==> config.mk <==
export PLATFORM = sky130hd
export DESIGN_NAME = sum_xchg_ctrl
export DESIGN_NICKNAME = d
export VERILOG_FILES = /design/src/rtl/dual_core_pkg.sv /design/src/rtl/sum_xchg_ctrl_sync_fifo.sv /design/src/rtl/sum_xchg_ctrl.sv
export SDC_FILE = /design/constraint.sdc
export NUM_CORES = 1
export LEC_CHECK = 0
export ABC_CLOCK_PERIOD_IN_PS = 3200
export CORE_MARGIN = 3
export CORE_UTILIZATION = 53
export CTS_CLUSTER_SIZE = 20
export DETAILED_ROUTE_END_ITERATION = 10
export PLACE_DENSITY = 0.76
export SYNTH_ARGS = -nofsm -noshare
export SYNTH_HDL_FRONTEND = slang
export SYNTH_HIERARCHICAL = 1
export SYNTH_SLANG_ARGS = --single-unit
==> constraint.sdc <==
create_clock -name clk -period 3.2 [get_ports clk]
set_input_delay 0.32 -clock clk [delete_from_list [all_inputs] [get_ports clk]]
set_output_delay 0.32 -clock clk [all_outputs]
set_load 0.01 [all_outputs]
==> src/rtl/dual_core_pkg.sv <==
// Shared definitions for the dual-core partial-sum exchange: default widths,
// queue indices and the TX/RX handshake state encodings.
package dual_core_pkg;

  localparam int BW_PSUM_DEFAULT = 20;
  localparam int XW_DEFAULT      = BW_PSUM_DEFAULT + 4;
  localparam int DEPTH_DEFAULT   = 4;

  // Queue indices inside the controller: pairing, transmit and peer queues.
  localparam int Q_LQ  = 0;
  localparam int Q_TQ  = 1;
  localparam int Q_PQ  = 2;
  localparam int NUM_Q = 3;

  typedef enum logic [1:0] {
    TX_IDLE = 2'd0,
    TX_REQ  = 2'd1,
    TX_DROP = 2'd2
  } tx_state_t;

  typedef enum logic {
    RX_IDLE = 1'b0,
    RX_ACK  = 1'b1
  } rx_state_t;

endpackage

==> src/rtl/sum_xchg_ctrl_sync_fifo.sv <==
// Small synchronous FIFO with a combinational head read, so a consumer can
// pop and use the head word on the same edge.
module sync_fifo #(
  parameter int width = 24,
  parameter int depth = 4
) (
  input  logic             clk,
  input  logic             reset,
  input  logic             push,
  input  logic [width-1:0] wdata,
  input  logic             pop,
  output logic [width-1:0] rdata,
  output logic             full,
  output logic             empty
);

  localparam int aw = $clog2(depth);
  localparam logic [aw:0] full_cnt = (aw + 1)'(depth);

  logic [width-1:0] mem [depth];
  logic [aw-1:0]    wr_ptr_reg;
  logic [aw-1:0]    rd_ptr_reg;
  logic [aw:0]      count_reg;
  logic             do_push;
  logic             do_pop;

  assign empty   = (count_reg == '0);
  assign full    = (count_reg == full_cnt);
  assign do_pop  = pop && !empty;
  // A full queue still accepts a word when the head leaves on the same edge.
  assign do_push = push && (!full || do_pop);
  assign rdata   = mem[rd_ptr_reg];

  always_ff @(posedge clk) begin
    if (reset) begin
      wr_ptr_reg <= '0;
      rd_ptr_reg <= '0;
      count_reg  <= '0;
    end else begin
      if (do_push) wr_ptr_reg <= wr_ptr_reg + aw'(1);
      if (do_pop)  rd_ptr_reg <= rd_ptr_reg + aw'(1);
      if (do_push && !do_pop)      count_reg <= count_reg + (aw + 1)'(1);
      else if (do_pop && !do_push) count_reg <= count_reg - (aw + 1)'(1);
    end
  end

  always_ff @(posedge clk) begin
    if (do_push) mem[wr_ptr_reg] <= wdata;
  end

endmodule

==> src/rtl/sum_xchg_ctrl.sv <==
// Exchanges local partial sums with a peer core over two four-phase
// handshakes and emits the in-order signed sum of each local/peer pair.
module sum_xchg_ctrl
  import dual_core_pkg::*;
#(
  parameter int bw_psum = BW_PSUM_DEFAULT,
  parameter int depth   = DEPTH_DEFAULT
) (
  input  logic               clk,
  input  logic               reset,
  input  logic [bw_psum+3:0] sum_in,
  input  logic               sum_valid,
  output logic               sum_ready,
  output logic [bw_psum+3:0] sum_out,
  output logic               tx_req,
  input  logic               tx_ack,
  input  logic               rx_req,
  output logic               rx_ack,
  input  logic [bw_psum+3:0] tx_sum_in,
  output logic [bw_psum+4:0] total,
  output logic               total_valid,
  output logic               busy
);

  localparam int w = bw_psum + 4;

  logic [NUM_Q-1:0] q_push;
  logic [NUM_Q-1:0] q_pop;
  logic [NUM_Q-1:0] q_full;
  logic [NUM_Q-1:0] q_empty;
  logic [w-1:0]     q_wdata [NUM_Q];
  logic [w-1:0]     q_rdata [NUM_Q];

  tx_state_t    tx_state_reg;
  rx_state_t    rx_state_reg;
  logic [w-1:0] sum_out_reg;
  logic         tx_req_reg;
  logic         rx_ack_reg;
  logic [w:0]   total_reg;
  logic         total_valid_reg;

  logic local_push;
  logic tx_pop;
  logic rx_push;
  logic pair;

  genvar gi;
  generate
    for (gi = 0; gi < NUM_Q; gi++) begin : g_q
      sync_fifo #(.width(w), .depth(depth)) u_fifo (
        .clk   (clk),
        .reset (reset),
        .push  (q_push[gi]),
        .wdata (q_wdata[gi]),
        .pop   (q_pop[gi]),
        .rdata (q_rdata[gi]),
        .full  (q_full[gi]),
        .empty (q_empty[gi])
      );
    end
  endgenerate

  assign sum_ready  = !reset && !q_full[Q_LQ] && !q_full[Q_TQ];
  assign local_push = sum_valid && sum_ready;
  assign tx_pop     = (tx_state_reg == TX_IDLE) && !q_empty[Q_TQ];
  assign rx_push    = (rx_state_reg == RX_IDLE) && rx_req && !q_full[Q_PQ];
  assign pair       = !q_empty[Q_LQ] && !q_empty[Q_PQ];

  // Each accepted local sum feeds both the pairing and the transmit path.
  assign q_push[Q_LQ]  = local_push;
  assign q_push[Q_TQ]  = local_push;
  assign q_push[Q_PQ]  = rx_push;
  assign q_wdata[Q_LQ] = sum_in;
  assign q_wdata[Q_TQ] = sum_in;
  assign q_wdata[Q_PQ] = tx_sum_in;
  assign q_pop[Q_LQ]   = pair;
  assign q_pop[Q_TQ]   = tx_pop;
  assign q_pop[Q_PQ]   = pair;

  always_ff @(posedge clk) begin
    if (reset) begin
      tx_state_reg <= TX_IDLE;
      tx_req_reg   <= 1'b0;
      sum_out_reg  <= '0;
    end else begin
      case (tx_state_reg)
        TX_IDLE: begin
          if (tx_pop) begin
            sum_out_reg  <= q_rdata[Q_TQ];
            tx_req_reg   <= 1'b1;
            tx_state_reg <= TX_REQ;
          end
        end
        TX_REQ: begin
          if (tx_ack) begin
            tx_req_reg   <= 1'b0;
            tx_state_reg <= TX_DROP;
          end
        end
        TX_DROP: begin
          if (!tx_ack) tx_state_reg <= TX_IDLE;
        end
        default: begin
          tx_req_reg   <= 1'b0;
          tx_state_reg <= TX_IDLE;
        end
      endcase
    end
  end

  // A full peer queue simply withholds the ack, stalling the peer's word.
  always_ff @(posedge clk) begin
    if (reset) begin
      rx_state_reg <= RX_IDLE;
      rx_ack_reg   <= 1'b0;
    end else begin
      case (rx_state_reg)
        RX_IDLE: begin
          if (rx_push) begin
            rx_ack_reg   <= 1'b1;
            rx_state_reg <= RX_ACK;
          end
        end
        RX_ACK: begin
          if (!rx_req) begin
            rx_ack_reg   <= 1'b0;
            rx_state_reg <= RX_IDLE;
          end
        end
        default: begin
          rx_ack_reg   <= 1'b0;
          rx_state_reg <= RX_IDLE;
        end
      endcase
    end
  end

  always_ff @(posedge clk) begin
    if (reset) begin
      total_reg       <= '0;
      total_valid_reg <= 1'b0;
    end else begin
      total_valid_reg <= pair;
      if (pair) begin
        total_reg <= {q_rdata[Q_LQ][w-1], q_rdata[Q_LQ]} +
                     {q_rdata[Q_PQ][w-1], q_rdata[Q_PQ]};
      end
    end
  end

  assign sum_out     = sum_out_reg;
  assign tx_req      = tx_req_reg;
  assign rx_ack      = rx_ack_reg;
  assign total       = total_reg;
  assign total_valid = total_valid_reg;
  assign busy        = !reset && (!(&q_empty) || (tx_state_reg != TX_IDLE) ||
                                  (rx_state_reg != RX_IDLE));

endmodule

---- Word level (Yosys, flattened, before mapping) ----
Memories as Yosys holds them, arrays and structs flattened. A register that Yosys moved wholly into a read port is not among the register bits.
Cells that the tools add are included.
cells by class
  add/sub/neg operators ................... 13
  equal/unequal tests ..................... 10
  muxes and demuxes ....................... 29
  bitwise operators ....................... 2
  reduce and logical (&&, ||, !) cells .... 52
operators with widths
  kind                                                                      count
  24-bit by 24-bit adder with 25-bit output                                 1
  1-bit logical AND                                                         20
  3-bit two-way mux                                                         6
  1-bit logical NOT                                                         14
  2-bit two-way mux                                                         7
  2-bit by 1-bit adder with 2-bit output (second input constant)            6
  1-bit two-way mux                                                         12
  3-bit by 1-bit adder with 3-bit output (second input constant)            3
  3-bit == test (second input constant)                                     3
  3-bit logical NOT                                                         3
  3-bit AND reduction                                                       3
  3-bit by 1-bit subtractor with 3-bit output (second input constant)       3
  2-bit nonzero test                                                        4
  2-bit inequality test (second input constant)                             3
  2-bit one-hot mux with 3 select lines                                     1
  1-bit logical OR                                                          5
  2-bit by 1-bit inequality test with 1-bit output (second input constant)  2
  1-bit one-hot mux with 2 select lines                                     2
  2-bit AND reduction                                                       2
  1-bit one-hot mux with 3 select lines                                     1
  2-bit by 1-bit == test with 1-bit output (second input constant)          1
  2-bit == test (second input constant)                                     1
  2-bit logical NOT                                                         1
  1-bit NOT                                                                 2
storage, ports and cells
  register bits after elaboration ......... 52
  bits in writable memories ............... 288
  input bits .............................. 53
  output and inout port bits .............. 54
  memories ................................ 3
memory list
  memory             depth  width  read ports  clocked after memory_dff  write ports  RTL line                       source
  g_q[0].u_fifo.mem  4      24     1           1                         1            sum_xchg_ctrl_sync_fifo.sv:20  logic [width-1:0] mem [depth];
  g_q[1].u_fifo.mem  4      24     1           1                         1            sum_xchg_ctrl_sync_fifo.sv:20
  g_q[2].u_fifo.mem  4      24     1           1                         1            sum_xchg_ctrl_sync_fifo.sv:20

---- Longest topological paths before layout ----
Gate-level depths: netlist of run 1.
  depth after elaboration ................. 10
  mapped depth ............................ 14
  depth with buffers taken out ............ 11

---- Cells and area by module ----
Netlist of run 1, hierarchy kept.
modules (own cells, without submodules)
  module         times used  cells an instance  area an instance (sq um)
  sync_fifo      3           174                3953.8
  sum_xchg_ctrl  1           407                3171.8

---- Least setup slack after synthesis of run 1 ----
Ideal clock, no wire load.
  path kind ............................... register to register
  from .................................... reg g_q[0].u_fifo.count_reg[0]
  to ...................................... reg g_q[0].u_fifo.count_reg[2]
  library setup time ...................... 0.070 ns
  data arrival time ....................... 3.323 ns
  data required time ...................... 3.130 ns
  setup slack ............................. -0.194 ns
  cell stages (with the launch flop) ...... 15
  buffers on the path ..................... 3
  clock period less this slack ............ 3.394 ns
  cells stage by stage .................... dfxtp_1 -> nor3_1 -> or2_2 -> clkbuf_1 -> inv_1 -> clkbuf_1 -> clkbuf_1 -> inv_1 -> a21boi_2 -> ha_1 -> inv_1 -> fa_1 -> xor2_1 -> or3_2 -> a21oi_1
between the ends
  cells in the longest elaborated chain, start to end .. 9
  elaborated cells between the ends (all ways) .. 20
RTL lines
  what                                 RTL line                       source
  start: declaration                   sum_xchg_ctrl_sync_fifo.sv:23  logic [aw:0] count_reg;
  start signal: assignment             sum_xchg_ctrl_sync_fifo.sv:42  if (do_push && !do_pop) count_reg <= count_reg + (aw + 1)'(1);
  start signal: assignment             sum_xchg_ctrl_sync_fifo.sv:43  else if (do_pop && !do_push) count_reg <= count_reg - (aw + 1)'(1);
  3-bit logical NOT *                  sum_xchg_ctrl_sync_fifo.sv:27  assign empty = (count_reg == '0);
  named net q_empty[0]                 sum_xchg_ctrl.sv:30            logic [NUM_Q-1:0] q_empty;
  1-bit logical NOT *                  sum_xchg_ctrl.sv:67            assign pair = !q_empty[Q_LQ] && !q_empty[Q_PQ];
  1-bit logical AND *                  sum_xchg_ctrl.sv:67
  named net pair                       sum_xchg_ctrl.sv:45            logic pair;
  1-bit logical AND *                  sum_xchg_ctrl_sync_fifo.sv:29  assign do_pop = pop && !empty;
  1-bit logical OR *                   sum_xchg_ctrl_sync_fifo.sv:31  assign do_push = push && (!full || do_pop);
  1-bit logical AND *                  sum_xchg_ctrl_sync_fifo.sv:31
  named net g_q[0].u_fifo.do_push      sum_xchg_ctrl_sync_fifo.sv:24  logic do_push;
  1-bit logical NOT                    sum_xchg_ctrl_sync_fifo.sv:43
  1-bit logical AND                    sum_xchg_ctrl_sync_fifo.sv:43
  2-bit nonzero test (no source line)  -
The timed path passes the listed nets; every way through them passes the cells marked *. The select of a mux whose other input is x is not followed.
A chain may end at the register's enable or synchronous reset.

==> results of run 1 <==
cells in the final DEF (no fill, tap or decap), types with 7 or more instances in the layout:
cell type and instances:
nand2_1 91, nor2_1 37, buf_4 52, and2_2 12, xor2_1 16, clkbuf_16 40
nor3_1 10, nand3_1 9, dfxtp_1 80, inv_1 18, edfxtp_1 288, clkdlybuf4s50_1 105
clkinv_2 7, a21oi_1 59, mux4_2 72, ha_1 32, xnor2_1 14, o21ai_0 10
nand2b_1 8, a21o_1 16
worst max-delay path, stage by stage, from the launching register on:
cell and delay, ns:
dfxtp_4 0.37, buf_6 0.13, mux4_2 0.54, buf_4 0.15, ha_1 0.27, a21oi_1 0.08
nand4b_1 0.23, a211oi_2 0.31, o2111ai_1 0.19, a31oi_2 0.28, nor4_1 0.07, a311o_1 0.32
cell type report:
cell class | instances | area, um^2 | share of cell area [%]
clock buffer | 49 | 1050 | 5.80
tap | 378 | 473 | 2.60
inverter | 19 | 71.3 | 0.393
multi-input combinational | 492 | 4530 | 24.9
sequential | 370 | 10300 | 56.7
timing repair buffer | 164 | 1540 | 8.48
clock inverter | 21 | 193 | 1.06
power by group through the flow:
| stage | Sequential [mW] | Combinational, mW | Clock [mW] |
|---|---|---|---|
| 2_1_floorplan | 6.37 | 3.44 | 0 |
| 3_3_place_gp | 6.33 | 5.44 | 0 |
| 3_5_place_dp | 6.36 | 5.50 | 0 |
| 4_1_cts | 6.28 | 5.60 | 4.39 |
| 5_1_grt | 6.36 | 6.34 | 4.58 |
| 6_report | 6.29 | 5.84 | 4.30 |
metrics by stage:
step	power (mW)	worst slack, ns	TNS, ns	std cells	hold WS [ns]
3_3_place_gp	11.8	0.0344	0	1415	0.445
2_1_floorplan	9.81	0.0193	0	929	0.419
4_1_cts	16.3	0.0231	0	1485	0.410
5_1_grt	17.3	-0.0269	-0.0269	1493	0.424
3_5_place_dp	11.9	0.0271	0	1415	0.444
6_report	16.4	0.133	0	1493	0.422
metal layers:
layer  vias to the layer above  track usage (%)
met1                      4267             27.9
met3                        54             3.69
met5                         -                0
met4                         0             6.10
met2                       312             34.4
li1                       3888                -
logic make-up (layout without fill, tap and decap cells):
logic type,count (synthesis),in the layout,share of synthesized area (%)
flops,370,370,68.4
simple gates,206,206,6.77
compound gates,132,132,5.59
mux,81,81,11.5
buf+inv,67,253,2.18
fa+ha+maj,43,43,3.78
xor+xnor,30,30,1.75
timing repair:
action,in CTS,in global routing
hold buffers,0,0
endpoints found under the setup margin,4,12
gates cloned,0,1
gates resized for setup,4,22
buffers inserted,0,7
pin swaps,0,4
path summary, 6_finish.rpt:
| kind | slack, ns | to | cells past startpoint |
|---|---|---|---|
| max | 0.13 | total[21]$_SDFFE_PP0P_ | 11 |
| min | 0.42 | rx_state_reg$_SDFF_PP0_ | 2 |
| max reg2reg | 0.13 | total[21]$_SDFFE_PP0P_ | 11 |
| min reg2reg | 0.46 | sum_out[6]$_SDFFE_PP0P_ | 2 |
==> flow_summary.toml, run 1 <==
[clocking]
clkTransAtPathRegs_ns = 0.06
cts.sinks = 370
clk_latency_ns = 0.53
clock-root-buffer = "clkbuf_16"
clockBufferDepth = 3
cts_tree = "built"
cts_buffers = 38
htree_levels = 2

[place]
dpl_cell_area_mm2 = 0.0167
port_buffers = 106
hpwl_mm = 20.1
place_congestion = 0.914

[grt]
grt_pass1_wl_mm = 48.6
track_usage_pct = 20.6
overflow = 0
grt_start_max_net_pins = 88
grt_pass1_vias = 8720
antenna_found_initial = 1

[synth]
synth_top_area_share_pct = 57.5
netlist_area_mm2 = 0.0150
synth_common_cells = "288 x edfxtp_1, 91 x nand2_1, 82 x dfxtp_1"
synth_edf_count = 288
synth_area_leaders = "edfxtp_1 58%, dfxtp_1 11%, mux4_2 11%"
synthDistinctLibCells = 63
synth_nets = 1025
ys_seq_area_share_pct = 68.4
synthArstFlopShare_pct = 0
yosysMostFrequentCell = "edfxtp_1"
ys.flop_type = "edfxtp_1"
yosys_warnings = 6
yosys.area.top_type = "edfxtp_1"
syn_area_per_cell_um2 = 16.2
synth_cells = 929
synth_seq_cells = 370

[floorplan]
start_util_pct = 54.0
core_area_mm2 = 0.0279
boundaryPins = 107
dieHeight_um = 174
rows = 61
die-area_mm2 = 0.0304
die_w_um = 174

[routing]
wl_per_cell_um = 20.9
routed-wl-met3_mm = 1.98
viasPerCell = 5.71
wl_met1_mm = 12.9
highest_layer = "met4"
ant_nets = 0
drc = 0
drtIter0Drc = 721
route.met2.wl_mm = 15.7
first_pass_iters = 5
vias = 8521
routed_wl_mm = 31.2

[power_and_ir_drop]
p_clk_share_pct = 26.2
p_int_mw = 11.3
power_density_mw_per_mm2 = 905
ir_drop_mv = 0.536
switching_power_mw = 5.18
swShare_pct = 31.5
power_frac_seq_pct = 38.3
leakagePower_nw = 6.16
combinationalPowerShare_pct = 35.5

[worst_hold_path]
hp-class = "input pin to register"
min_from = "rx_req"

[sta]
relSlewSlack_pct = 36.6
period_minus_slack_ns = 3.07
setup_viol = 0
max_freq_mhz = 326
skew_ns = 0.0205
tightest_slew_ns = 0.951
timing.final.hold_violations = 0
slew_viol_final = 0
fin_crit_sh_pct = 95.9

[critical_path]
cp-start-kind = "register"
worstPathArrival_ns = 3.48
cp.required_ns = 3.61
critical_path_class = "register to register"
crit_fanout = 5
critical_path.endpoint_type = "register"

[finish]
design_area_mm2 = 0.0182
final_layout_size_suffix_gt1_share_pct = 21.6
area_growth_pct = 20.8
largest_register_ffs = 288
fillers = 1883
postLayoutCoreUtil_pct = 65.2
nets = 1181
antennaDiodeCount = 0

[status]
status = "complete, no violations"

[job]
cap_violations = 0
Note: power is estimated with default switching activity, not from simulation.
==> run 2: changes to the inputs <==
--- a/config.mk
+++ b/config.mk
@@ -5,7 +5,6 @@
 export SDC_FILE = /design/constraint.sdc
 export NUM_CORES = 1
 export LEC_CHECK = 0
-export ABC_CLOCK_PERIOD_IN_PS = 3200
 export CORE_MARGIN = 3
 export CORE_UTILIZATION = 53
 export CTS_CLUSTER_SIZE = 20
==> constraint.sdc (replaced) <==
create_clock -name clk -period 3.2 [get_ports clk]
set_input_delay 0.64 -clock clk [delete_from_list [all_inputs] [get_ports clk]]
set_output_delay 0.64 -clock clk [all_outputs]
set_load 0.01 [all_outputs]
==> flow_summary.toml, run 2 (synthesized netlist as in run 1, its figures left out) <==
[grt]
track_usage_pct = 21.1
antenna_found_initial = 0
grt_pass1_vias = 8861
overflow = 0
grt_start_max_net_pins = 87
grt_pass1_wl_mm = 49.7

[sta]
slew_viol_final = 0
max_freq_mhz = 320
rsz0062_at_grt = "yes"
tightest_slew_ns = 0.896
relSlewSlack_pct = 40.3
setup_viol = 0
fin_ws_ns = 0.0721
timing.final.hold_violations = 0
skew_ns = 0.0143
period_minus_slack_ns = 3.13
fin_crit_sh_pct = 97.7

[worst_hold_path]
worstHoldPathCells = 2
hp-class = "register to register"

[place]
place_inst = 1420
port_buffers = 106
place_congestion = 0.923
hpwl_mm = 20.4
dp_slack_ns = 0.000677

[power_and_ir_drop]
power_density_mw_per_mm2 = 900
ir_drop_mv = 0.603
swShare_pct = 31.5
switching_power_mw = 5.14
combinationalPowerShare_pct = 35.1
leakagePower_nw = 6.16
p_int_mw = 11.2
p_clk_share_pct = 26.3
power_frac_seq_pct = 38.5

[critical_path]
cp_top_family = "simple AND/OR/NAND/NOR gates"
critPathBufInv = 2
path_depth = 11
critical_path_class = "register to register"
cp_slowest_stage_delay_ns = 0.56
worstPathArrival_ns = 3.54
crit_chain = "buf_4 -> buf_12 -> mux4_2 -> ha_1 -> and3_4 -> and4_4 -> nand3_1 -> nor2_1 -> a211o_1 -> or3_1 -> a32o_1"
reg2reg_depth = 11
critical_path.endpoint_type = "register"
worst_path_max_delay_cell = "mux4_2"
cp.required_ns = 3.61
crit_fanout = 14
cp-start-kind = "register"

[clocking]
cts_buffers = 38
htree_levels = 2
clock-root-buffer = "clkbuf_16"
clk_latency_ns = 0.53
hold_buffers = 0
clkTransAtPathRegs_ns = 0.06
cts_tree = "built"
cts.sinks = 370
clockBufferDepth = 3

[routing]
ant_nets = 0
first_pass_iters = 5
wl_per_cell_um = 21.2
viasPerCell = 5.67
routed_wl_mm = 31.6
vias = 8471
drc = 0
drtIter0Drc = 781

[finish]
layout_common_cells = "288 x edfxtp_1, 105 x clkdlybuf4s50_1, 91 x nand2_1"
largest_register_ffs = 288
area_growth_pct = 20.6
final_common_cell = "edfxtp_1"
antennaDiodeCount = 0
postLayoutCoreUtil_pct = 65.1
final_layout_size_suffix_gt1_share_pct = 21.0
fillers = 1913
fin_cells = 1493
nets = 1181

[floorplan]
boundaryPins = 107
die-area_mm2 = 0.0304
core_area_mm2 = 0.0279
die_w_um = 174
dieHeight_um = 174
start_util_pct = 54.0
rows = 61

[job]
cap_violations = 0

[status]
status = "complete, no violations"
[run 2: what timing repair did]
item                       4_1_cts  5_1_grt
resized for setup                2       20
setup endpoints to repair        4       12
pin swaps                        0        3
buffers inserted                 0        3
cloned                           0        0
[run 2: per-layer routing]
layer | global-route usage, % | share of wire, % | vias up | routed length, um
met5 | 0 | 0 | - | 0
met2 | 35.3 | 50 | 280 | 15900
met1 | 28.6 | 41 | 4253 | 13100
met3 | 3.36 | 5.6 | 56 | 1780
li1 | - | - | 3882 | -
met4 | 6.77 | 2.7 | 0 | 857
[run 2: worst register-to-register path: stages (launching register included)]
cell and delay, ns:
dfxtp_2 0.36, buf_4 0.15, buf_12 0.17, mux4_2 0.57, ha_1 0.35, and3_4 0.20, and4_4 0.19, nand3_1 0.10
nor2_1 0.06, a211o_1 0.28, or3_1 0.35, a32o_1 0.24
[run 2: metrics by stage]
| stage | hold WS (ns) | power, mW | area, um^2 | TNS (ns) |
|---|---|---|---|---|
| 2_1_floorplan | 0.470 | 9.81 | 15000 | 0 |
| 3_3_place_gp | 0.446 | 11.8 | 16800 | 0 |
| 3_5_place_dp | 0.448 | 11.9 | 16800 | 0 |
| 4_1_cts | 0.456 | 16.3 | 18000 | 0 |
| 5_1_grt | 0.478 | 17.2 | 18100 | -0.0972 |
| 6_report | 0.455 | 16.3 | 18100 | 0 |
[run 2: worst paths after layout]
path                                          startpoint  slack (ns)                  endpoint
worst max-delay path                            register        0.07    total[23]$_SDFFE_PP0P_
worst min-delay path            sum_out[14]$_SDFFE_PP0P_        0.45  sum_out[14]$_SDFFE_PP0P_
worst max register to register                  register        0.07    total[23]$_SDFFE_PP0P_
worst min register to register  sum_out[14]$_SDFFE_PP0P_        0.45  sum_out[14]$_SDFFE_PP0P_
[run 2: cell type report]
cell class | instances | area [um^2] | share of cell area (%)
flip-flops and latches | 370 | 10300 | 56.8
multi-input cells | 492 | 4500 | 24.8
well taps | 378 | 473 | 2.61
clock inverters | 13 | 118 | 0.649
inverters | 19 | 71.3 | 0.393
repair buffers | 164 | 1560 | 8.59
clock buffers | 57 | 1110 | 6.15
[run 2: power groups by stage]
stage,Clock (mW),Combinational [mW],Sequential [mW]
3_5_place_dp,0,5.48,6.37
4_1_cts,4.39,5.58,6.28
6_report,4.30,5.73,6.29
5_1_grt,4.57,6.24,6.35
3_3_place_gp,0,5.42,6.34
2_1_floorplan,0,3.44,6.37
